File: src/rtl/pu_obuf_ld_stream_if.sv
`default_nettype none
// ============================================================================
//  Module      : pu_obuf_ld_stream_if
//  Description : Bundles the load-request, OBUF read-port and SIMD stream
//                signals of pu_obuf_ld_stream. The slave modport is the
//                block's own view; the master modport is the surroundings.
//  Revision    : 1.0 - initial release
// ============================================================================
interface pu_obuf_ld_stream_if #(
    parameter int OBUF_AXI_DATA_WIDTH = 256,
    parameter int SIMD_INTERIM_WIDTH  = 512,
    parameter int ADDR_WIDTH          = 8
);
    // Address-generator side
    logic                           mem_req;
    logic [ADDR_WIDTH-1:0]          mem_addr;
    logic                           mem_ready;
    logic                           obuf_ld_stream_write_ready;
    // OBUF read port
    logic                           arb_grant;
    logic                           buf_read_req;
    logic [ADDR_WIDTH-1:0]          buf_read_addr;
    logic [OBUF_AXI_DATA_WIDTH-1:0] buf_read_data;
    // SIMD stream
    logic [SIMD_INTERIM_WIDTH-1:0]  stream_data;
    logic                           stream_valid;
    logic                           stream_ready;
    // Status
    logic                           lane_err;
    logic                           busy;

    modport slave (
        input  mem_req, mem_addr, arb_grant, buf_read_data, stream_ready,
        output mem_ready, obuf_ld_stream_write_ready, buf_read_req,
               buf_read_addr, stream_data, stream_valid, lane_err, busy
    );

    modport master (
        output mem_req, mem_addr, arb_grant, buf_read_data, stream_ready,
        input  mem_ready, obuf_ld_stream_write_ready, buf_read_req,
               buf_read_addr, stream_data, stream_valid, lane_err, busy
    );
endinterface
`default_nettype wire

File: src/rtl/pu_obuf_ld_stream.sv
`default_nettype none
// ============================================================================
//  Module      : pu_obuf_ld_stream
//  Description : Reads NUM_FIFO consecutive OBUF beats, packs them into one
//                SIMD-wide word and queues the words in a small FIFO toward
//                the SIMD unit. A FIFO slot is reserved when beat 0 of a
//                word is accepted, so a started word always has room.
//  Options     : PU_OBUF_LD_STALL_CNT_EN adds a 32-bit saturating count of
//                cycles where a request was presented but not accepted.
//  Revision    : 1.0 - initial release
// ============================================================================
module pu_obuf_ld_stream #(
    parameter int OBUF_AXI_DATA_WIDTH = 256,
    parameter int SIMD_INTERIM_WIDTH  = 512,
    parameter int NUM_FIFO            = SIMD_INTERIM_WIDTH / OBUF_AXI_DATA_WIDTH,
    parameter int ADDR_WIDTH          = 8,
    parameter int FIFO_DEPTH          = 4
) (
    input  wire                  clk,
    input  wire                  reset,
`ifdef PU_OBUF_LD_STALL_CNT_EN
    output logic [31:0]          stall_cnt,
`endif
    pu_obuf_ld_stream_if.slave   bus
);

    localparam int c_BEAT_W = (NUM_FIFO > 1) ? $clog2(NUM_FIFO) : 1;
    localparam int c_PTR_W  = $clog2(FIFO_DEPTH);
    localparam int c_CNT_W  = c_PTR_W + 1;
    localparam logic [c_PTR_W-1:0] c_PTR_ONE   = 1;
    localparam logic [c_CNT_W-1:0] c_CNT_ONE   = 1;
    localparam logic [c_CNT_W:0]   c_DEPTH_SUM = (c_CNT_W + 1)'(FIFO_DEPTH);

    logic [ADDR_WIDTH-1:0]         w_addr;
    logic                          w_accept;
    logic                          w_write_ready;
    logic                          w_acc_first;
    logic                          w_partial;
    logic                          w_push;
    logic                          w_pop;
    logic                          w_lane_err;
    logic [SIMD_INTERIM_WIDTH-1:0] w_word;
    logic [c_CNT_W:0]              w_slots;

    logic                          r_rd_valid;
    logic [c_CNT_W-1:0]            r_count;
    logic [c_CNT_W-1:0]            r_reserved;
    logic [c_PTR_W-1:0]            r_wr_ptr;
    logic [c_PTR_W-1:0]            r_rd_ptr;
    logic [SIMD_INTERIM_WIDTH-1:0] r_mem [FIFO_DEPTH];

    assign w_addr  = bus.mem_addr;
    assign w_slots = {1'b0, r_count} + {1'b0, r_reserved};

    // Mid-word beats never block: their slot was reserved by beat 0.
    assign w_write_ready = !w_acc_first || (w_slots < c_DEPTH_SUM);
    assign w_accept      = bus.mem_req && bus.arb_grant && w_write_ready && !reset;
    assign w_pop         = (r_count != '0) && bus.stream_ready;

    assign bus.mem_ready                  = bus.arb_grant;
    assign bus.obuf_ld_stream_write_ready = w_write_ready;
    assign bus.buf_read_req               = w_accept;
    assign bus.buf_read_addr              = w_addr;
    assign bus.stream_valid               = (r_count != '0);
    assign bus.stream_data                = r_mem[r_rd_ptr];
    assign bus.lane_err                   = w_lane_err;
    assign bus.busy                       = w_partial || r_rd_valid || (r_count != '0);

    // OBUF returns data one cycle after the strobe; track it.
    always_ff @(posedge clk or posedge reset) begin
        if (reset) begin
            r_rd_valid <= 1'b0;
        end else begin
            r_rd_valid <= w_accept;
        end
    end

    // Slot reservation: claimed by beat 0 of a word, released when it is pushed.
    always_ff @(posedge clk or posedge reset) begin
        if (reset) begin
            r_reserved <= '0;
        end else begin
            case ({w_accept && w_acc_first, w_push})
                2'b10:   r_reserved <= r_reserved + c_CNT_ONE;
                2'b01:   r_reserved <= r_reserved - c_CNT_ONE;
                default: r_reserved <= r_reserved;
            endcase
        end
    end

    // Word FIFO: storage, pointers and occupancy.
    always_ff @(posedge clk or posedge reset) begin
        if (reset) begin
            r_wr_ptr <= '0;
            r_rd_ptr <= '0;
            r_count  <= '0;
            for (int i = 0; i < FIFO_DEPTH; i++) begin
                r_mem[i] <= '0;
            end
        end else begin
            if (w_push) begin
                r_mem[r_wr_ptr] <= w_word;
                r_wr_ptr        <= r_wr_ptr + c_PTR_ONE;
            end
            if (w_pop) begin
                r_rd_ptr <= r_rd_ptr + c_PTR_ONE;
            end
            case ({w_push, w_pop})
                2'b10:   r_count <= r_count + c_CNT_ONE;
                2'b01:   r_count <= r_count - c_CNT_ONE;
                default: r_count <= r_count;
            endcase
        end
    end

    generate
        if (NUM_FIFO > 1) begin : g_pack
            localparam logic [c_BEAT_W-1:0] c_BEAT_ONE  = 1;
            localparam logic [c_BEAT_W-1:0] c_BEAT_LAST = c_BEAT_W'(NUM_FIFO - 1);

            logic [c_BEAT_W-1:0]                        r_acc_beat;
            logic [c_BEAT_W-1:0]                        r_pk_beat;
            logic                                       r_lane_err;
            logic [(NUM_FIFO-1)*OBUF_AXI_DATA_WIDTH-1:0] r_pack;

            // Accept-side beat position and sticky lane-order check.
            always_ff @(posedge clk or posedge reset) begin
                if (reset) begin
                    r_acc_beat <= '0;
                    r_lane_err <= 1'b0;
                end else if (w_accept) begin
                    r_acc_beat <= r_acc_beat + c_BEAT_ONE;
                    if (w_addr[c_BEAT_W-1:0] != r_acc_beat) begin
                        r_lane_err <= 1'b1;
                    end
                end
            end

            // Packer: returned beats fill lanes in arrival order; the last
            // lane bypasses the register straight into the FIFO.
            always_ff @(posedge clk or posedge reset) begin
                if (reset) begin
                    r_pk_beat <= '0;
                    r_pack    <= '0;
                end else if (r_rd_valid) begin
                    r_pk_beat <= r_pk_beat + c_BEAT_ONE;
                    for (int i = 0; i < NUM_FIFO - 1; i++) begin
                        if (r_pk_beat == c_BEAT_W'(i)) begin
                            r_pack[i*OBUF_AXI_DATA_WIDTH +: OBUF_AXI_DATA_WIDTH] <= bus.buf_read_data;
                        end
                    end
                end
            end

            assign w_acc_first = (r_acc_beat == '0);
            assign w_partial   = (r_acc_beat != '0) || (r_pk_beat != '0);
            assign w_push      = r_rd_valid && (r_pk_beat == c_BEAT_LAST);
            assign w_word      = {bus.buf_read_data, r_pack};
            assign w_lane_err  = r_lane_err;
        end else begin : g_direct
            assign w_acc_first = 1'b1;
            assign w_partial   = 1'b0;
            assign w_push      = r_rd_valid;
            assign w_word      = bus.buf_read_data;
            assign w_lane_err  = 1'b0;
        end
    endgenerate

`ifdef PU_OBUF_LD_STALL_CNT_EN
    logic [31:0] r_stall_cnt;

    // Saturating count of cycles where a request was refused.
    always_ff @(posedge clk or posedge reset) begin
        if (reset) begin
            r_stall_cnt <= '0;
        end else if (bus.mem_req && !w_accept && (r_stall_cnt != 32'hFFFF_FFFF)) begin
            r_stall_cnt <= r_stall_cnt + 32'd1;
        end
    end

    assign stall_cnt = r_stall_cnt;
`endif

endmodule
`default_nettype wire

File: src/flat_wrapper.sv
// flat-port wrapper written by rule: the top's interface ports become plain ports
module pu_obuf_ld_stream_flat 
#(
    parameter int OBUF_AXI_DATA_WIDTH = 256,
    parameter int SIMD_INTERIM_WIDTH  = 512,
    parameter int NUM_FIFO            = SIMD_INTERIM_WIDTH / OBUF_AXI_DATA_WIDTH,
    parameter int ADDR_WIDTH          = 8,
    parameter int FIFO_DEPTH          = 4
)
  (clk, reset, bus_mem_req, bus_mem_addr, bus_arb_grant, bus_buf_read_data, bus_stream_ready, bus_mem_ready, bus_obuf_ld_stream_write_ready, bus_buf_read_req, bus_buf_read_addr, bus_stream_data, bus_stream_valid, bus_lane_err, bus_busy);
  pu_obuf_ld_stream_if #(.OBUF_AXI_DATA_WIDTH(OBUF_AXI_DATA_WIDTH), .SIMD_INTERIM_WIDTH(SIMD_INTERIM_WIDTH), .ADDR_WIDTH(ADDR_WIDTH)) bus_i ();
  input  wire clk;
  input  wire reset;
  input wire logic [$bits(bus_i.mem_req)-1:0] bus_mem_req;
  input wire logic [$bits(bus_i.mem_addr)-1:0] bus_mem_addr;
  input wire logic [$bits(bus_i.arb_grant)-1:0] bus_arb_grant;
  input wire logic [$bits(bus_i.buf_read_data)-1:0] bus_buf_read_data;
  input wire logic [$bits(bus_i.stream_ready)-1:0] bus_stream_ready;
  output wire logic [$bits(bus_i.mem_ready)-1:0] bus_mem_ready;
  output wire logic [$bits(bus_i.obuf_ld_stream_write_ready)-1:0] bus_obuf_ld_stream_write_ready;
  output wire logic [$bits(bus_i.buf_read_req)-1:0] bus_buf_read_req;
  output wire logic [$bits(bus_i.buf_read_addr)-1:0] bus_buf_read_addr;
  output wire logic [$bits(bus_i.stream_data)-1:0] bus_stream_data;
  output wire logic [$bits(bus_i.stream_valid)-1:0] bus_stream_valid;
  output wire logic [$bits(bus_i.lane_err)-1:0] bus_lane_err;
  output wire logic [$bits(bus_i.busy)-1:0] bus_busy;
  assign bus_i.mem_req = bus_mem_req;
  assign bus_i.mem_addr = bus_mem_addr;
  assign bus_i.arb_grant = bus_arb_grant;
  assign bus_i.buf_read_data = bus_buf_read_data;
  assign bus_i.stream_ready = bus_stream_ready;
  assign bus_mem_ready = bus_i.mem_ready;
  assign bus_obuf_ld_stream_write_ready = bus_i.obuf_ld_stream_write_ready;
  assign bus_buf_read_req = bus_i.buf_read_req;
  assign bus_buf_read_addr = bus_i.buf_read_addr;
  assign bus_stream_data = bus_i.stream_data;
  assign bus_stream_valid = bus_i.stream_valid;
  assign bus_lane_err = bus_i.lane_err;
  assign bus_busy = bus_i.busy;
  pu_obuf_ld_stream #(.OBUF_AXI_DATA_WIDTH(OBUF_AXI_DATA_WIDTH), .SIMD_INTERIM_WIDTH(SIMD_INTERIM_WIDTH), .NUM_FIFO(NUM_FIFO), .ADDR_WIDTH(ADDR_WIDTH), .FIFO_DEPTH(FIFO_DEPTH)) u_core (.clk(clk), .reset(reset), .bus(bus_i));
endmodule
File: config.mk
export PLATFORM = sky130hd
export DESIGN_NAME = pu_obuf_ld_stream_flat
export DESIGN_NICKNAME = d
export VERILOG_FILES = /design/src/rtl/pu_obuf_ld_stream_if.sv /design/src/rtl/pu_obuf_ld_stream.sv /design/src/flat_wrapper.sv
export SDC_FILE = /design/constraint.sdc
export NUM_CORES = 2
export LEC_CHECK = 0
export BUFFER_PORTS_ARGS = -buffer_cell sky130_fd_sc_hd__buf_2
export CAP_MARGIN = 40
export CORE_MARGIN = 2
export CORE_UTILIZATION = 46
export DETAILED_ROUTE_END_ITERATION = 10
export PLACE_DENSITY = 0.66
export SYNTH_ARGS = -nofsm -noshare
export SYNTH_HDL_FRONTEND = slang
export SYNTH_SLANG_ARGS = --single-unit
File: constraint.sdc
create_clock -name clk -period 69.9 [get_ports clk]
set_clock_uncertainty 0.15 [all_clocks]
set_input_delay 3.495 -clock clk [delete_from_list [all_inputs] [get_ports clk]]
set_output_delay 3.495 -clock clk [all_outputs]
set_load 0.02 [all_outputs]
==> flow_summary.json <==
{
  "slew_headroom": 0.248,
  "clockBufferDepth": 3,
  "finalNetCount": 6608,
  "vdd_drop_max_uv": 31.2,
  "path_class": "in -> out",
  "period_share": 0.120,
  "final_cells": 9384,
  "postPlaceCellArea_um2": 105000,
  "yosysWarnings": 0,
  "die_w_um": 468,
  "grt_pass1_wl_um": 358000,
  "p_leak_nw": 52.6,
  "worstReg2RegStart": "u_core.r_rd_valid",
  "cts_tree": "yes",
  "firstDrtPassIters": 4,
  "synthArstFlopShare": 1.00,
  "fp.coreArea_um2": 214000,
  "status": "finished clean",
  "htreeDepth": 4,
  "fin_ws_ns": 61.48,
  "p_per_area_nw_per_um2": 43.4,
  "hpwlAfterDp_um": 148000,
  "post_drt_wl_per_cell_um": 24.6,
  "ant_nets": 0,
  "synthFlopType": "dfrtp_1",
  "cp-end-kind": "primary output",
  "grt_pass1_vias": 56900,
  "antenna_found_initial": 57,
  "multi_input_comb_area_um2": 37900,
  "drc": 0,
  "path_max_fanout": 114,
  "synth_seq_area_share": 0.585,
  "path_clk_slew_ns": 0.06,
  "io_pins": 795,
  "critPathRequiredTime_ns": 66.25,
  "ys_ff_latch": 2318,
  "yosys.area.top_type": "dfrtp_1",
  "synth_nets": 5848,
  "synth_commonest_cells": "dfrtp_1 (2,318), mux2_2 (2,109), mux4_2 (512), buf_6 (212), mux2_1 (195)",
  "hold_buffers": 0,
  "synth.avg_cell_area_um2": 17.8,
  "overflow": 0,
  "clock_latency_ns": 0.87,
  "rsz0062_at_grt": "false",
  "grtUsageTotal": 0.212,
  "hold_violations": 0,
  "cts_setup_buffers": 0,
  "min_from": "u_core.bus.lane_err",
  "area_delta_synth_final_pct": 14.2,
  "seq_area_um2": 58000,
  "tightest_slew_ns": 1.13,
  "slew_violations": 0,
  "num-fill-cells": 17400,
  "critPathArrivalTime_ns": 4.77,
  "synthTopCellsByArea": "dfrtp_1 (59%), mux2_2 (24%), mux4_2 (12%), buf_6 (2.4%), mux2_1 (2.2%)",
  "yosysUniqueCellTypes": 31,
  "drt_iter0_markers": 2711,
  "syn_area_um2": 99200,
  "grt_max_degree": 178,
  "viasPerCell": 5.61,
  "syn_inst": 5569,
  "timing.fmax_mhz": 119,
  "cts_buffers": 235,
  "drive_above_1_share": 0.598,
  "cts_sinks": 2318,
  "postLayoutCoreUtil": 0.528,
  "design.die.area_um2": 219000,
  "placementRows": 170,
  "dpl_worst_slack_ns": 60.63,
  "setup_tns_ns": 0,
  "detailroute.via_count": 52600,
  "synth.most_common_cell": "dfrtp_1",
  "finalInstanceArea_um2": 113000,
  "root_buffer": "clkbuf_16",
  "start_kind": "input port",
  "start_util": 0.462,
  "setup_viol": 0,
  "period_needed_ns": 8.42,
  "finalWirelength_um": 231000,
  "drv_cap": 0,
  "synth_edf_count": 0,
  "hold_path.class": "reg -> reg",
  "critPathLaunch": "reset",
  "ctsResizeCount": 0,
  "place_congestion": 0.760,
  "fp.dieH_um": 468,
  "io_buffers": 780,
  "synth_top_area_share": 0.585,
  "dp_cells": 8929
}
cell usage in the layout (no fill, tap or decap), types with 6 or more instances in the layout:
master      netlist  layout
buf_16            0      33
mux4_2          512     512
clkinvlp_4        0       6
buf_12            0      19
mux2_2         2109    2109
clkbuf_1         13      58
mux2_1          195     195
buf_2            88     780
clkinv_2          0      43
diode_2           0      18
inv_1            11      10
xor2_1            6       6
buf_4            27      67
clkbuf_8          0      69
clkbuf_16         0     237
ha_1              8       8
dfrtp_1        2318    2316
bufinv_16         0      14
kinds of logic after synthesis:
group / share of synthesized area
mux: 0.378
flops: 0.585
buf+inv: 0.0329
simple gates: 0.00130
xor+xnor: 0.000883
fa+ha+maj: 0.00141
compound gates: 0.000303
per-layer routing:
metal,share of wire,vias up,GRT usage,wire length [µm]
li1,-,22400,-,-
met1,0.43,28800,0.282,98700
met2,0.47,1015,0.332,109000
met3,0.070,384,0.0665,16300
met4,0.030,50,0.0681,6980
met5,0.0013,-,0,310
critical path, cell delays in order:
cell and delay, ns:
buf_2 0.13, inv_8 0.49, nand3_1 0.21, a21oi_1 0.21, buf_2 0.20
sequential cells by signal, summed over array words and instances, names as in the netlist:
register	flops
u_core.r_mem	2048
u_core.g_pack.r_pack	256
u_core.r_count	3
u_core.r_reserved	3
u_core.r_rd_ptr	2
u_core.r_wr_ptr	2
u_core.bus.lane_err	1
u_core.g_pack.r_acc_beat	1
u_core.g_pack.r_pk_beat	1
u_core.r_rd_valid	1
metrics by stage:
step / hold WS (ns) / total power [W]
global placement: 0.318 / 0.00360
detailed placement: 0.304 / 0.00368
floorplan: 0.298 / 0.00320
global route: 0.342 / 0.00517
CTS: 0.322 / 0.00497
finish: 0.320 / 0.00491
power breakdown:
group / switching [W] / total (W) / leakage [nW] / internal [W]
Clock: 0.000528 / 0.00127 / 3.93 / 0.000747
Sequential: 0.000268 / 0.00204 / 29.3 / 0.00178
Combinational: 0.000790 / 0.00159 / 19.4 / 0.000803
final timing paths:
kind                       slack [ns]                   to  depth (start not counted)
setup / recovery                61.48     bus_buf_read_req                          5
hold / removal                   0.32  u_core.bus.lane_err                          2
setup reg to reg                65.19    u_core.r_mem[101]                          8
hold reg to reg                  0.32  u_core.bus.lane_err                          2
max in group asynchronous       61.78   u_core.r_mem[1976]                          9
min in group asynchronous        2.61    u_core.r_mem[818]                          2
area by class of cell:
class	instances	share of cell area
timing repair buffer	899	0.0503
inverter	12	0.000486
tap	2838	0.0314
sequential	2318	0.512
clock buffer	364	0.0627
antenna	18	0.000398
clock inverter	72	0.00763
multi-input combinational	2863	0.335
Note: power is estimated with default switching activity, not from simulation.
